<file path="src/rtl/rand_pkg.sv">
// Shared types, constants and the generator step function for rand_server.
package rand_pkg;

  localparam int unsigned GenW = 6;
  localparam logic [GenW-1:0] SeedDefault = 6'h09;

  typedef enum logic [1:0] {
    StIdle,
    StGrant,
    StAdvance
  } state_e;

  // One step of the 6-bit generator; all-zero maps to itself.
  function automatic logic [GenW-1:0] prng_step(input logic [GenW-1:0] s);
    return {s[5] ^ s[4],
            s[4] ^ s[3],
            s[4],
            s[2] ^ s[1],
            s[1] ^ s[0],
            s[0] ^ s[3] ^ s[2]};
  endfunction

endpackage

</file>
<file path="src/rtl/prng6_step.sv">
// 6-bit generator register: load has priority over stepping, zero seeds fall back to Seed.
module prng6_step
  import rand_pkg::*;
#(
  parameter logic [GenW-1:0] Seed = SeedDefault
) (
  input  logic            clk,
  input  logic            rst_n,
  input  logic            load,
  input  logic [GenW-1:0] load_val,
  input  logic            en,
  output logic [GenW-1:0] state_o
);

  logic [GenW-1:0] state_d, state_q;

  // Next generator value: seed load, step, or hold.
  always_comb begin
    state_d = state_q;
    if (load) begin
      state_d = (load_val == '0) ? Seed : load_val;
    end else if (en) begin
      state_d = prng_step(state_q);
    end
  end

  // Generator state register.
  always_ff @(posedge clk or negedge rst_n) begin
    if (!rst_n) begin
      state_q <= Seed;
    end else begin
      state_q <= state_d;
    end
  end

  assign state_o = state_q;

endmodule

</file>
<file path="src/rtl/rand_server.sv">
// Round-robin server handing out one generator value per grant, then stepping
// the generator ADV_STEPS times in total before the next grant.
module rand_server
  import rand_pkg::*;
#(
  parameter int unsigned     N_REQ     = 4,
  parameter int unsigned     ADV_STEPS = 1,
  parameter logic [GenW-1:0] SEED      = SeedDefault
) (
  input  logic             clk,
  input  logic             rst_n,
  input  logic [N_REQ-1:0] req,
  output logic [N_REQ-1:0] gnt,
  output logic [GenW-1:0]  rnd_data,
  output logic             rnd_valid,
  input  logic             seed_load,
  input  logic [GenW-1:0]  seed,
  output logic             busy
);

  localparam int unsigned      PtrW    = $clog2(N_REQ);
  localparam logic [PtrW-1:0]  PtrLast = PtrW'(N_REQ - 1);
  localparam logic [N_REQ-1:0] GntOne  = N_REQ'(1);
  // ADVANCE lasts ADV_STEPS-1 cycles; counter runs 0..AdvLast.
  localparam logic [5:0]       AdvLast = (ADV_STEPS > 1) ? 6'(ADV_STEPS - 2) : 6'd0;

  state_e           state_d, state_q;
  logic [PtrW-1:0]  ptr_d, ptr_q;
  logic [5:0]       cnt_d, cnt_q;
  logic [N_REQ-1:0] gnt_d, gnt_q;
  logic [GenW-1:0]  rnd_data_d, rnd_data_q;
  logic             rnd_valid_d, rnd_valid_q;
  logic             busy_d, busy_q;

  logic [GenW-1:0]  gen_state;
  logic             gen_en;
  logic [PtrW-1:0]  win;
  logic [PtrW-1:0]  cand;
  logic             found;

  prng6_step #(
    .Seed (SEED)
  ) u_prng (
    .clk      (clk),
    .rst_n    (rst_n),
    .load     (seed_load),
    .load_val (seed),
    .en       (gen_en),
    .state_o  (gen_state)
  );

  // Round-robin search starting at the pointer; first requester found wins.
  always_comb begin
    win   = '0;
    cand  = '0;
    found = 1'b0;
    for (int unsigned i = 0; i < N_REQ; i++) begin
      cand = PtrW'((32'(ptr_q) + i) % N_REQ);
      if (!found && req[cand]) begin
        found = 1'b1;
        win   = cand;
      end
    end
  end

  // FSM next state, generator control and registered output values.
  always_comb begin
    state_d     = state_q;
    ptr_d       = ptr_q;
    cnt_d       = cnt_q;
    gnt_d       = '0;
    rnd_valid_d = 1'b0;
    rnd_data_d  = rnd_data_q;
    gen_en      = 1'b0;
    unique case (state_q)
      StIdle: begin
        // A seed load in IDLE takes precedence; the request stays pending.
        if (!seed_load && found) begin
          state_d     = StGrant;
          gnt_d       = GntOne << win;
          rnd_data_d  = gen_state;
          rnd_valid_d = 1'b1;
          gen_en      = 1'b1;
          ptr_d       = (win == PtrLast) ? '0 : win + PtrW'(1);
        end
      end
      StGrant: begin
        if (seed_load) begin
          state_d = StIdle;
        end else if (ADV_STEPS > 1) begin
          state_d = StAdvance;
          cnt_d   = '0;
        end else begin
          state_d = StIdle;
        end
      end
      StAdvance: begin
        if (seed_load) begin
          state_d = StIdle;
          cnt_d   = '0;
        end else begin
          gen_en = 1'b1;
          if (cnt_q == AdvLast) begin
            state_d = StIdle;
            cnt_d   = '0;
          end else begin
            cnt_d = cnt_q + 6'd1;
          end
        end
      end
      default: state_d = StIdle;
    endcase
    busy_d = (state_d != StIdle);
  end

  // State, pointer, counter and output registers.
  always_ff @(posedge clk or negedge rst_n) begin
    if (!rst_n) begin
      state_q     <= StIdle;
      ptr_q       <= '0;
      cnt_q       <= '0;
      gnt_q       <= '0;
      rnd_data_q  <= '0;
      rnd_valid_q <= 1'b0;
      busy_q      <= 1'b0;
    end else begin
      state_q     <= state_d;
      ptr_q       <= ptr_d;
      cnt_q       <= cnt_d;
      gnt_q       <= gnt_d;
      rnd_data_q  <= rnd_data_d;
      rnd_valid_q <= rnd_valid_d;
      busy_q      <= busy_d;
    end
  end

  assign gnt       = gnt_q;
  assign rnd_data  = rnd_data_q;
  assign rnd_valid = rnd_valid_q;
  assign busy      = busy_q;

endmodule

</file>
<file path="config.mk">
export PLATFORM = sky130hd
export DESIGN_NAME = rand_server
export DESIGN_NICKNAME = d
export VERILOG_FILES = /design/src/rtl/rand_pkg.sv /design/src/rtl/prng6_step.sv /design/src/rtl/rand_server.sv
export SDC_FILE = /design/constraint.sdc
export NUM_CORES = 1
export LEC_CHECK = 0
export CORE_ASPECT_RATIO = 1.2
export CORE_MARGIN = 1.5
export CORE_UTILIZATION = 53
export CTS_CLUSTER_SIZE = 30
export DETAILED_ROUTE_END_ITERATION = 6
export GPL_TIMING_DRIVEN = 1
export HOLD_SLACK_MARGIN = 0.05
export PLACE_DENSITY = 0.9
export SLEW_MARGIN = 20
export SYNTH_ARGS = -nofsm -noshare
export SYNTH_HDL_FRONTEND = slang
export SYNTH_SLANG_ARGS = --single-unit
</file>
<file path="constraint.sdc">
create_clock -name clk -period 4.55 [get_ports clk]
set_input_delay 0.91 -clock clk [delete_from_list [all_inputs] [get_ports clk]]
set_output_delay 0.91 -clock clk [all_outputs]
set_load 0.02 [all_outputs]
</file>
-- Word-level counts from Yosys, hierarchy flattened
Cells that the tools add are included.
- flip-flop bits (word level): 28
- input bits: 13
- output and inout bits: 12
- logic and storage cells: 72
- add/subtract/negate cells: 5
- order comparisons: 4
- equal/unequal tests: 2
- shifts and indexed selects: 1
- muxes and demuxes: 32
- bitwise logic cells: 6
- reductions and logical operators: 14
- operator list (operator ; count):
    6-bit two-way mux ; 5
    2-bit two-way mux ; 8
    6-bit zero test ; 2
    2-bit by 3-bit < comparator with 1-bit output, second input constant ; 4
    1-bit two-way mux ; 11
    1-bit binary-select mux with 2-bit select ; 4
    4-bit two-way mux ; 2
    6-bit by 1-bit adder with 6-bit output, second input constant ; 1
    1-bit XOR ; 6
    2-bit by 1-bit adder with 2-bit output, second input constant ; 2
    2-bit adder, second input constant ; 2
    2-bit == test, second input constant ; 2
    1-bit logical AND ; 4
    1-bit zero test ; 4
    2-bit one-hot mux with 2 select lines ; 1
    2-bit nonzero test ; 2
    1-bit by 2-bit << shifter with 4-bit output, first input constant ; 1
    2-bit zero test ; 1
    1-bit one-hot mux with 2 select lines ; 1
    2-bit AND reduction ; 1

-- Depth between registers and ports, before layout
Gate-level depths: netlist of the first run.
- depth after elaboration: 17
- depth in mapped cells: 6
- mapped depth without buffers: 6

-- Cells and area by module
A second synthesis of the first run with hierarchy kept.
- cell total of the unflattened synthesis: 131
- area, all modules: 1417.6 µm²
- modules (own cells, without submodules) (module ; times used ; cells an instance ; area each (µm²) ; seq. area each (µm²)):
    rand_server ; 1 ; 96 ; 1093.5 ; 550.5
    prng6_step ; 1 ; 35 ; 324.1 ; 152.6

-- Worst setup path after synthesis of the first run
Ideal clock, no wire load.
- path type: input -> register
- start point: input req[1]
- end point: register ptr_q[1]
- library setup time: 125 ps
- arrival: 2137 ps
- required time: 4425 ps
- setup slack: 2287 ps
- cell stages on the path: 4
- buffers on the path: 0
- cells stage by stage: or4_4 and2_1 ha_1 mux2_4
- cells in the longest elaborated chain, start to end: 14
- elaborated cells between the ends (all ways): 27
- classes of those cells: add/sub (1); eq/ne (1); mux (17); reduce/logical (8)
- RTL lines (element ; line ; text):
    from (decl) ; rand_server.sv:12 ; input logic [N_REQ-1:0] req,
    1-bit binary-select mux with 2-bit select ; rand_server.sv:59 ; if (!found && req[cand]) begin
    1-bit two-way mux (not written as such) ; rand_server.sv:59 ;
    1-bit two-way mux ; rand_server.sv:59 ;
    1-bit zero test ; rand_server.sv:59 ;
    1-bit logical AND ; rand_server.sv:59 ;
    1-bit two-way mux ; rand_server.sv:59 ;
    1-bit zero test ; rand_server.sv:59 ;
    1-bit logical AND ; rand_server.sv:59 ;
    1-bit two-way mux ; rand_server.sv:59 ;
    1-bit zero test ; rand_server.sv:59 ;
    1-bit logical AND ; rand_server.sv:59 ;
    2-bit two-way mux or 1-bit two-way mux (tied branches) ; rand_server.sv:59 ;
    2-bit by 1-bit adder with 2-bit output (tied with other cells) ; rand_server.sv:84 ; ptr_d = (win == PtrLast) ? '0 : win + PtrW'(1);
    2-bit two-way mux or 2-bit AND reduction (tied branches) ; - ;
    to (signal assigned) ; rand_server.sv:128 ; ptr_q <= ptr_d;
    to (decl) ; rand_server.sv:28 ; logic [PtrW-1:0] ptr_d, ptr_q;
Parallel ways exist; a longest one is shown, timed or not. The select of a mux whose other input is x is not followed.
A chain may end at the register's enable or synchronous reset.

-- Worst setup path after layout of the first run
- start point: input seed_load
- end point: register rnd_data_q[0], in the netlist rnd_data[0]
- cells in the longest elaborated chain, start to end: 3
- RTL lines (element ; line ; text):
    from (decl) ; rand_server.sv:16 ; input logic seed_load,
    1-bit zero test ; rand_server.sv:78 ; if (!seed_load && found) begin
    1-bit logical AND ; rand_server.sv:78 ;
    2-bit AND reduction (no line) ; - ;
    to (signal assigned) ; rand_server.sv:131 ; rnd_data_q <= rnd_data_d;
    to (decl) ; rand_server.sv:31 ; logic [GenW-1:0] rnd_data_d, rnd_data_q;
No other way between the ends.

==> results of run 1 <==
[placed cells by master, fill, tap and decap left out, types with 4 or more instances in the layout]
master and instances:
a21oi_1 9, and2_1 5, clkdlybuf4s50_1 24, dfrtp_1 26
ha_1 6, inv_1 4, mux2_2 5, nand2_1 15
nand2b_1 8, nor2_1 8, nor3_1 6, o21ai_0 11
xnor2_1 5
[power breakdown]
group | leakage (nW) | switching, mW | internal, mW
sequential | 0.328 | 0.0357 | 0.294
clock | 0.0210 | 0.0685 | 0.0489
combinational | 0.385 | 0.110 | 0.124
[cells by family (layout without fill, tap and decap cells)]
family                   Yosys count  in the layout  share of synthesized area
buffers and inverters              9             33                     0.0305
AND/OR/NAND/NOR                   52             52                      0.206
AO/OA/AOI/OAI                     27             27                      0.108
flip-flops                        28             28                      0.490
XOR/XNOR                           6              6                     0.0366
multiplexers                       9              9                     0.0775
adder cells (fa/ha/maj)            6              6                     0.0523
[state kept, by name, summed over array words and instances (netlist names)]
signal	count
u_prng.state_o	6
state_q	2
busy	1
rnd_data	6
cnt_q	6
rnd_valid	1
ptr_q	2
gnt	4
[per-stage QoR]
step | total power [mW] | area, sq um
after CTS | 0.689 | 1730
final | 0.682 | 1730
after global routing | 0.721 | 1730
after detailed placement | 0.571 | 1700
after global placement | 0.557 | 1700
after floorplan | 0.475 | 1440
[path summary, 6_finish.rpt]
path                             start     endpoint  slack, ns  cells past startpoint
min in group asynchronous        rst_n  rnd_data[3]       1.10                      1
max in group asynchronous        rst_n    rnd_valid       2.80                      2
min reg2reg                rnd_data[1]  rnd_data[1]       0.52                      1
max                          seed_load  rnd_data[0]       1.90                      3
max reg2reg                   ptr_q[1]     ptr_q[1]       2.69                      5
min                        rnd_data[1]  rnd_data[1]       0.52                      1
[worst max-delay path, stage by stage]
cell	delay [ns]
clkdlybuf4s50_1	0.71
nor4_4	0.84
mux2_2	0.41
[per-layer routing]
metal	vias to the layer above	routed length [um]	GRT usage
met1	522	1150	0.259
li1	526	-	-
met2	21	1420	0.327
met4	0	53	0.0965
met5	-	0	0
met3	6	81	0.0325
[final cells by class]
| class | count | area [sq um] |
|---|---|---|
| tap | 33 | 41.3 |
| timing repair buffer | 25 | 248 |
| inverter | 4 | 15.0 |
| sequential | 28 | 703 |
| fill | 204 | 820 |
| clock buffer | 4 | 36.3 |
| multi-input combinational | 100 | 689 |
==> results.cfg, run 1 <==
[route]
dr.first_iter.drc_count = 22
vias = 1075
first_pass_iters = 4
remaining_drc_errors = 0
drt_wl_total_mm = 2.71
drt-wirelength-per-cell_um = 14.0
antenna_left = 0
viasPerCell = 5.54

[layout]
num_antenna_cells = 0
nNetsFinal = 181
fin_cells = 194
syn_to_final_growth_pct = 20.6
final_util = 0.679
drive_above_1_share = 0.118

[worst_setup_path]
worst-setup-path-type = in -> reg
worstSetupEndpointType = flop
critPathLaunchType = input pin
worstPathMaxFanout = 18
cp.required_ns = 4.78
worstPathArrival_ns = 2.88

[global_routing]
grt_pass1_vias = 1074
grt_pass1_wl_mm = 4.55
overflow = 0
grt_max_degree = 23
globalRouteTotalUtil = 0.199
antenna_found_initial = 0

[sta]
maxSlewHeadroom = 0.361
slew_viol_final = 0
hold_violations = 0
fin_tns_setup_ns = 0
fin_ws_ns = 1.90
rsz0062_at_grt = no
period_needed_ns = 2.65
max_slew.worst_pin.slew_ns = 0.955
clock-skew-final_ns = 0.00843
finalCritPeriodShare = 0.582
holdWs_ns = 0.523
fmax_mhz = 378
setup_viol = 0

[power]
p_per_area_nw_per_um2 = 393
leakage_nw = 0.734
vdd_drop_max_uv = 302

[synthesis]
synth-edff-count = 0
syn-cell-area_sq_um = 1440
seq_area_frac_synth = 0.490
synthesis.nets = 156
synth_most_common_cell = dfrtp_1
ys_seq_elements = 28
syn-mean-instance-area_sq_um = 10.5
ys_top_cells_by_count = dfrtp_1, nand2_1, o21ai_0
synth_cell_type_count = 33
synth.top_cell.area_share = 0.453
async_flop_share = 1.00
synth_cells = 137
synth_flop_cell = dfrtp_1
yosys-top-cells-area = dfrtp_1, ha_1, mux2_2
yosys.area.top_type = dfrtp_1
ys_warn_count = 0

[clock_tree]
cts_root_buf = clkbuf_4
clk_pin_slew_ns = 0.14
cts_max_level = 1
worstSkewPairLatency_ns = 0.32
cts_sinks = 28
ctsResizeCount = 0
cts_setup_buffers = 0
hold_buffers = 0
cts_tree = yes
cts.path.max_buffers = 2
numCtsBuffers = 3

[floorplanning]
die_w_um = 50.5
dieArea_sq_um = 3030
initial_core_util = 0.563
die_h_um = 60.0
ios = 25
rows = 20
coreArea_sq_um = 2550

[placed_design]
place_hpwl_mm = 2.10
placedCellCount = 190
gp_congestion = 0.818
place_ws_ns = 1.53
port_buffers = 24

[hold_path]
hp-class = reg -> reg

[status]
status = finished clean

[job]
maxCapViolations = 0
No activity file was read; power rests on OpenSTA's default activity.
==> inputs of run 2 (changes only) <==
Settings changed: CORE_UTILIZATION 53 to 47, PLACE_DENSITY 0.9 to 0.85.
Clock period 4.55 ns to 2.4 ns, I/O delays scaled along.
==> results.cfg, run 2 (synthesis results as in run 1) <==
[floorplanning]
dieArea_sq_um = 3400
rows = 21
die_w_um = 53.5
ios = 25
initial_core_util = 0.506
die_h_um = 63.6
coreArea_sq_um = 2840

[clock_tree]
worstSkewPairLatency_ns = 0.32
hold_buffers = 0
cts.path.max_buffers = 2
ctsResizeCount = 0
clk_pin_slew_ns = 0.14
cts_max_level = 1
numCtsBuffers = 3
cts_setup_buffers = 0
cts_root_buf = clkbuf_4
cts_tree = yes
cts_sinks = 28

[global_routing]
grt_pass1_vias = 1130
overflow = 0
antenna_found_initial = 0
globalRouteTotalUtil = 0.200
grtUsageMet3 = 0.0308
grt_pass1_wl_mm = 5.02
grtUsageMet2 = 0.341
use_met1 = 0.244
top_usage_layer = met2
grt_max_degree = 29

[worst_setup_path]
worstPathArrival_ns = 2.27
r2r_start = ptr_q[1]
worstSetupEndpointType = flop
crit_path_top_delay_cell = clkdlybuf4s50_1
cp.required_ns = 2.62
critPathMaxStageDelay_ns = 0.53
rr_worst_depth = 5
cp_num_buf_inv = 1
worst-setup-path-type = in -> reg
reg2reg_slack_ns = 0.56
regToRegEndpoint = ptr_q[1]
cp_top_family = buffers and inverters
critPathLaunchType = input pin
critPathLaunch = req[2]
worstPathMaxFanout = 6
crit_chain = clkdlybuf4s50_1, nand2_1, nor2_1, a311oi_1, and2_1, ha_1, mux2_4

[layout]
num_antenna_cells = 0
final_cell_mix = dfrtp_1, clkdlybuf4s50_1, nand2_1
drive_above_1_share = 0.150
syn_to_final_growth_pct = 23.9
final_common_cell = dfrtp_1
nNetsFinal = 187

[power]
seq_power_share = 0.485
vdd_drop_max_uv = 487
swShare = 0.317
clkPwrFrac = 0.171
leakage_nw = 0.763
p_int_mw = 0.890
p_total_mw = 1.30
p_per_area_nw_per_um2 = 732
p_comb_frac = 0.344
p_sw_mw = 0.413

[sta]
finalCritPeriodShare = 0.856
maxSlewHeadroom = 0.471
period_needed_ns = 2.05
fmax_mhz = 487
max_slew.worst_pin.slew_ns = 0.787
hold_violations = 0
clock-skew-final_ns = 0.00162
setup_viol = 0
rsz0062_at_grt = no
slew_viol_final = 0
fin_ws_ns = 0.346

[route]
first_pass_iters = 4
dr.first_iter.drc_count = 44
drt-wirelength-per-cell_um = 14.6
vias = 1104
drt_wl_total_mm = 2.94
antenna_left = 0
viasPerCell = 5.49
remaining_drc_errors = 0

[status]
status = finished clean

[placed_design]
place_ws_ns = -0.00683
port_buffers = 24
gp_congestion = 0.788
place_hpwl_mm = 2.30

[job]
maxCapViolations = 0

[hold_path]
hp-class = in -> async
[run 2: worst max-delay path by stage]
stage	slack [ns]	cells past startpoint	to
2_1_floorplan	0.57	4	ptr_q[1]
3_3_place_gp	0.06	7	ptr_q[1]
3_5_place_dp	-0.007	7	ptr_q[1]
4_1_cts	0.34	7	ptr_q[1]
5_1_grt	0.28	7	ptr_q[1]
6_report	0.35	7	ptr_q[1]
[run 2: through the flow]
| stage | cells | utilization | TNS, ns | cell area [sq um] | hold WS [ns] |
|---|---|---|---|---|---|
| after floorplan | 137 | - | 0 | 1440 | 0.184 |
| after global placement | 197 | 0.614 | 0 | 1740 | 0.497 |
| after detailed placement | 197 | 0.614 | -0.00683 | 1740 | 0.504 |
| after CTS | 201 | 0.627 | 0 | 1780 | 0.519 |
| after global routing | 201 | 0.627 | 0 | 1780 | 0.533 |
| final | 201 | 0.627 | 0 | 1780 | 0.511 |
[run 2: routing by layer]
metal / up-vias / part of all wire
li1: 541 / -
met3: 4 / 0.028
met4: 0 / 0.011
met2: 16 / 0.53
met1: 543 / 0.43
met5: - / 0
[run 2: final cells by class]
cell class	instances	area, sq um
Fill cell	232	1060
Sequential cell	28	703
Multi-Input combinational cell	100	689
Timing Repair Buffer	31	293
Tap cell	34	42.5
Clock buffer	4	36.3
Inverter	4	15.0
[run 2: worst reg2reg max path, cell delays in order (launching register included)]
cell	delay, ns
dfrtp_1	0.46
nand2b_1	0.18
a311oi_1	0.39
and2_1	0.22
ha_1	0.24
mux2_4	0.26
[run 2: power groups by stage]
| stage | Clock, mW | Combinational [mW] | Sequential, mW |
|---|---|---|---|
| floorplan | 0 | 0.230 | 0.671 |
| global placement | 0 | 0.434 | 0.632 |
| detailed placement | 0 | 0.453 | 0.638 |
| CTS | 0.229 | 0.455 | 0.631 |
| global route | 0.248 | 0.494 | 0.642 |
| finish | 0.222 | 0.448 | 0.632 |
==> inputs of run 3 (changes only) <==
Settings changed: PLACE_DENSITY 0.85 to 0.84.
==> results.cfg, run 3 (synthesis results as in run 1) <==
[worst_setup_path]
crit_chain = clkdlybuf4s50_1, nand2b_1, a21oi_1, a311oi_1, and2_1, ha_1, mux2_4
crit_path_top_delay_cell = clkdlybuf4s50_1
reg2reg_slack_ns = 0.58
regToRegEndpoint = ptr_q[1]
worst-setup-path-type = in -> reg
worstSetupEndpointType = flop
rr_worst_depth = 5
r2r_start = ptr_q[1]
cp.required_ns = 2.64
worstPathArrival_ns = 2.34
critPathLaunchType = input pin
critPathMaxStageDelay_ns = 0.61
worstPathMaxFanout = 6
critPathLaunch = req[3]

[job]
maxCapViolations = 0

[layout]
final_common_cell = dfrtp_1
fill_cells = 247
num_antenna_cells = 0
multi_input_area_sq_um = 689
drive_above_1_share = 0.133
final_cell_area_sq_um = 1750
syn_to_final_growth_pct = 22.1
regArea_sq_um = 703
final_cell_mix = dfrtp_1, clkdlybuf4s50_1, nand2_1
fin_cells = 199
nNetsFinal = 185

[placed_design]
gp_congestion = 0.755
placed_area_sq_um = 1730
place_hpwl_mm = 2.17
port_buffers = 24
placedCellCount = 195

[global_routing]
grt_max_degree = 29
overflow = 0
globalRouteTotalUtil = 0.185
grt_pass1_vias = 1113
grt_pass1_wl_mm = 4.59
antenna_found_initial = 0

[clock_tree]
cts_max_level = 1
clk_pin_slew_ns = 0.14
cts_sinks = 28
cts_setup_buffers = 0
ctsResizeCount = 0
numCtsBuffers = 3
worstSkewPairLatency_ns = 0.33
hold_buffers = 0
cts.path.max_buffers = 2
cts_tree = yes
cts_root_buf = clkbuf_4

[sta]
setup_viol = 0
slew_viol_final = 0
hold_violations = 0
clock-skew-final_ns = 0.00857
fmax_mhz = 476
max_slew.worst_pin.slew_ns = 0.813
finalCritPeriodShare = 0.876
rsz0062_at_grt = no
period_needed_ns = 2.10
maxSlewHeadroom = 0.454

[floorplanning]
die_h_um = 63.6
ios = 25
coreArea_sq_um = 2840
die_w_um = 53.5
rows = 21
initial_core_util = 0.506
dieArea_sq_um = 3400

[power]
leakage_nw = 0.746
p_total_mw = 1.28
vdd_drop_max_uv = 511
p_per_area_nw_per_um2 = 732

[route]
viasPerCell = 5.60
vias = 1114
first_pass_iters = 4
dr.first_iter.drc_count = 13
drt_wl_total_mm = 2.85
antenna_left = 0
remaining_drc_errors = 0
drt-wirelength-per-cell_um = 14.3

[hold_path]
hp-class = in -> async

[status]
status = finished clean
[run 3: cell types whose count changed in the layout (fill, tap and decap cells not counted)]
cell      change
buf_4         -2
clkbuf_1      +1
clkbuf_8      -1
[run 3: area by class of cell]
cell class                      count  share of cell area
Inverter                            4             0.00856
Multi-Input combinational cell    100               0.393
Tap cell                           34              0.0243
Timing Repair Buffer               29               0.158
Sequential cell                    28               0.401
Clock buffer                        4              0.0150
[run 3: layer usage]
metal	track usage	vias to the layer above	share of wire
met5	0	-	0
met4	0.0994	0	0.020
met3	0.0379	5	0.033
met2	0.329	23	0.54
met1	0.193	553	0.41
li1	-	533	-
[run 3: worst max-delay path by stage]
| stage | endpoint | slack [ns] | cells past startpoint |
|---|---|---|---|
| floorplan | ptr_q[1] | 0.57 | 4 |
| global placement | ptr_q[1] | 0.04 | 7 |
| detailed placement | ptr_q[1] | -0.06 | 7 |
| CTS | ptr_q[1] | 0.31 | 7 |
| global route | rnd_data[3] | 0.23 | 5 |
| finish | ptr_q[1] | 0.30 | 7 |
[run 3: where the power goes]
part / internal, mW / switching [mW] / total (mW)
registers: 0.558 / 0.0652 / 0.623
logic: 0.246 / 0.218 / 0.464
clock network: 0.0654 / 0.132 / 0.197
[run 3: metrics by stage]
| step | setup TNS (ns) | setup WS, ns | utilization | hold slack [ns] |
|---|---|---|---|---|
| floorplan | 0 | 0.567 | - | 0.184 |
| global placement | 0 | 0.0380 | 0.609 | 0.495 |
| finish | 0 | 0.298 | 0.618 | 0.494 |
| CTS | 0 | 0.311 | 0.618 | 0.501 |
| global route | 0 | 0.227 | 0.618 | 0.519 |
| detailed placement | -0.0895 | -0.0597 | 0.609 | 0.497 |
[run 3: worst max-delay path: cells and delay by family]
family	cells	cell delay (ns)
AO/OA/AOI/OAI	2	0.37
multiplexers	1	0.26
buffers and inverters	1	0.61
AND/OR/NAND/NOR	2	0.38
adder cells (fa/ha/maj)	1	0.24
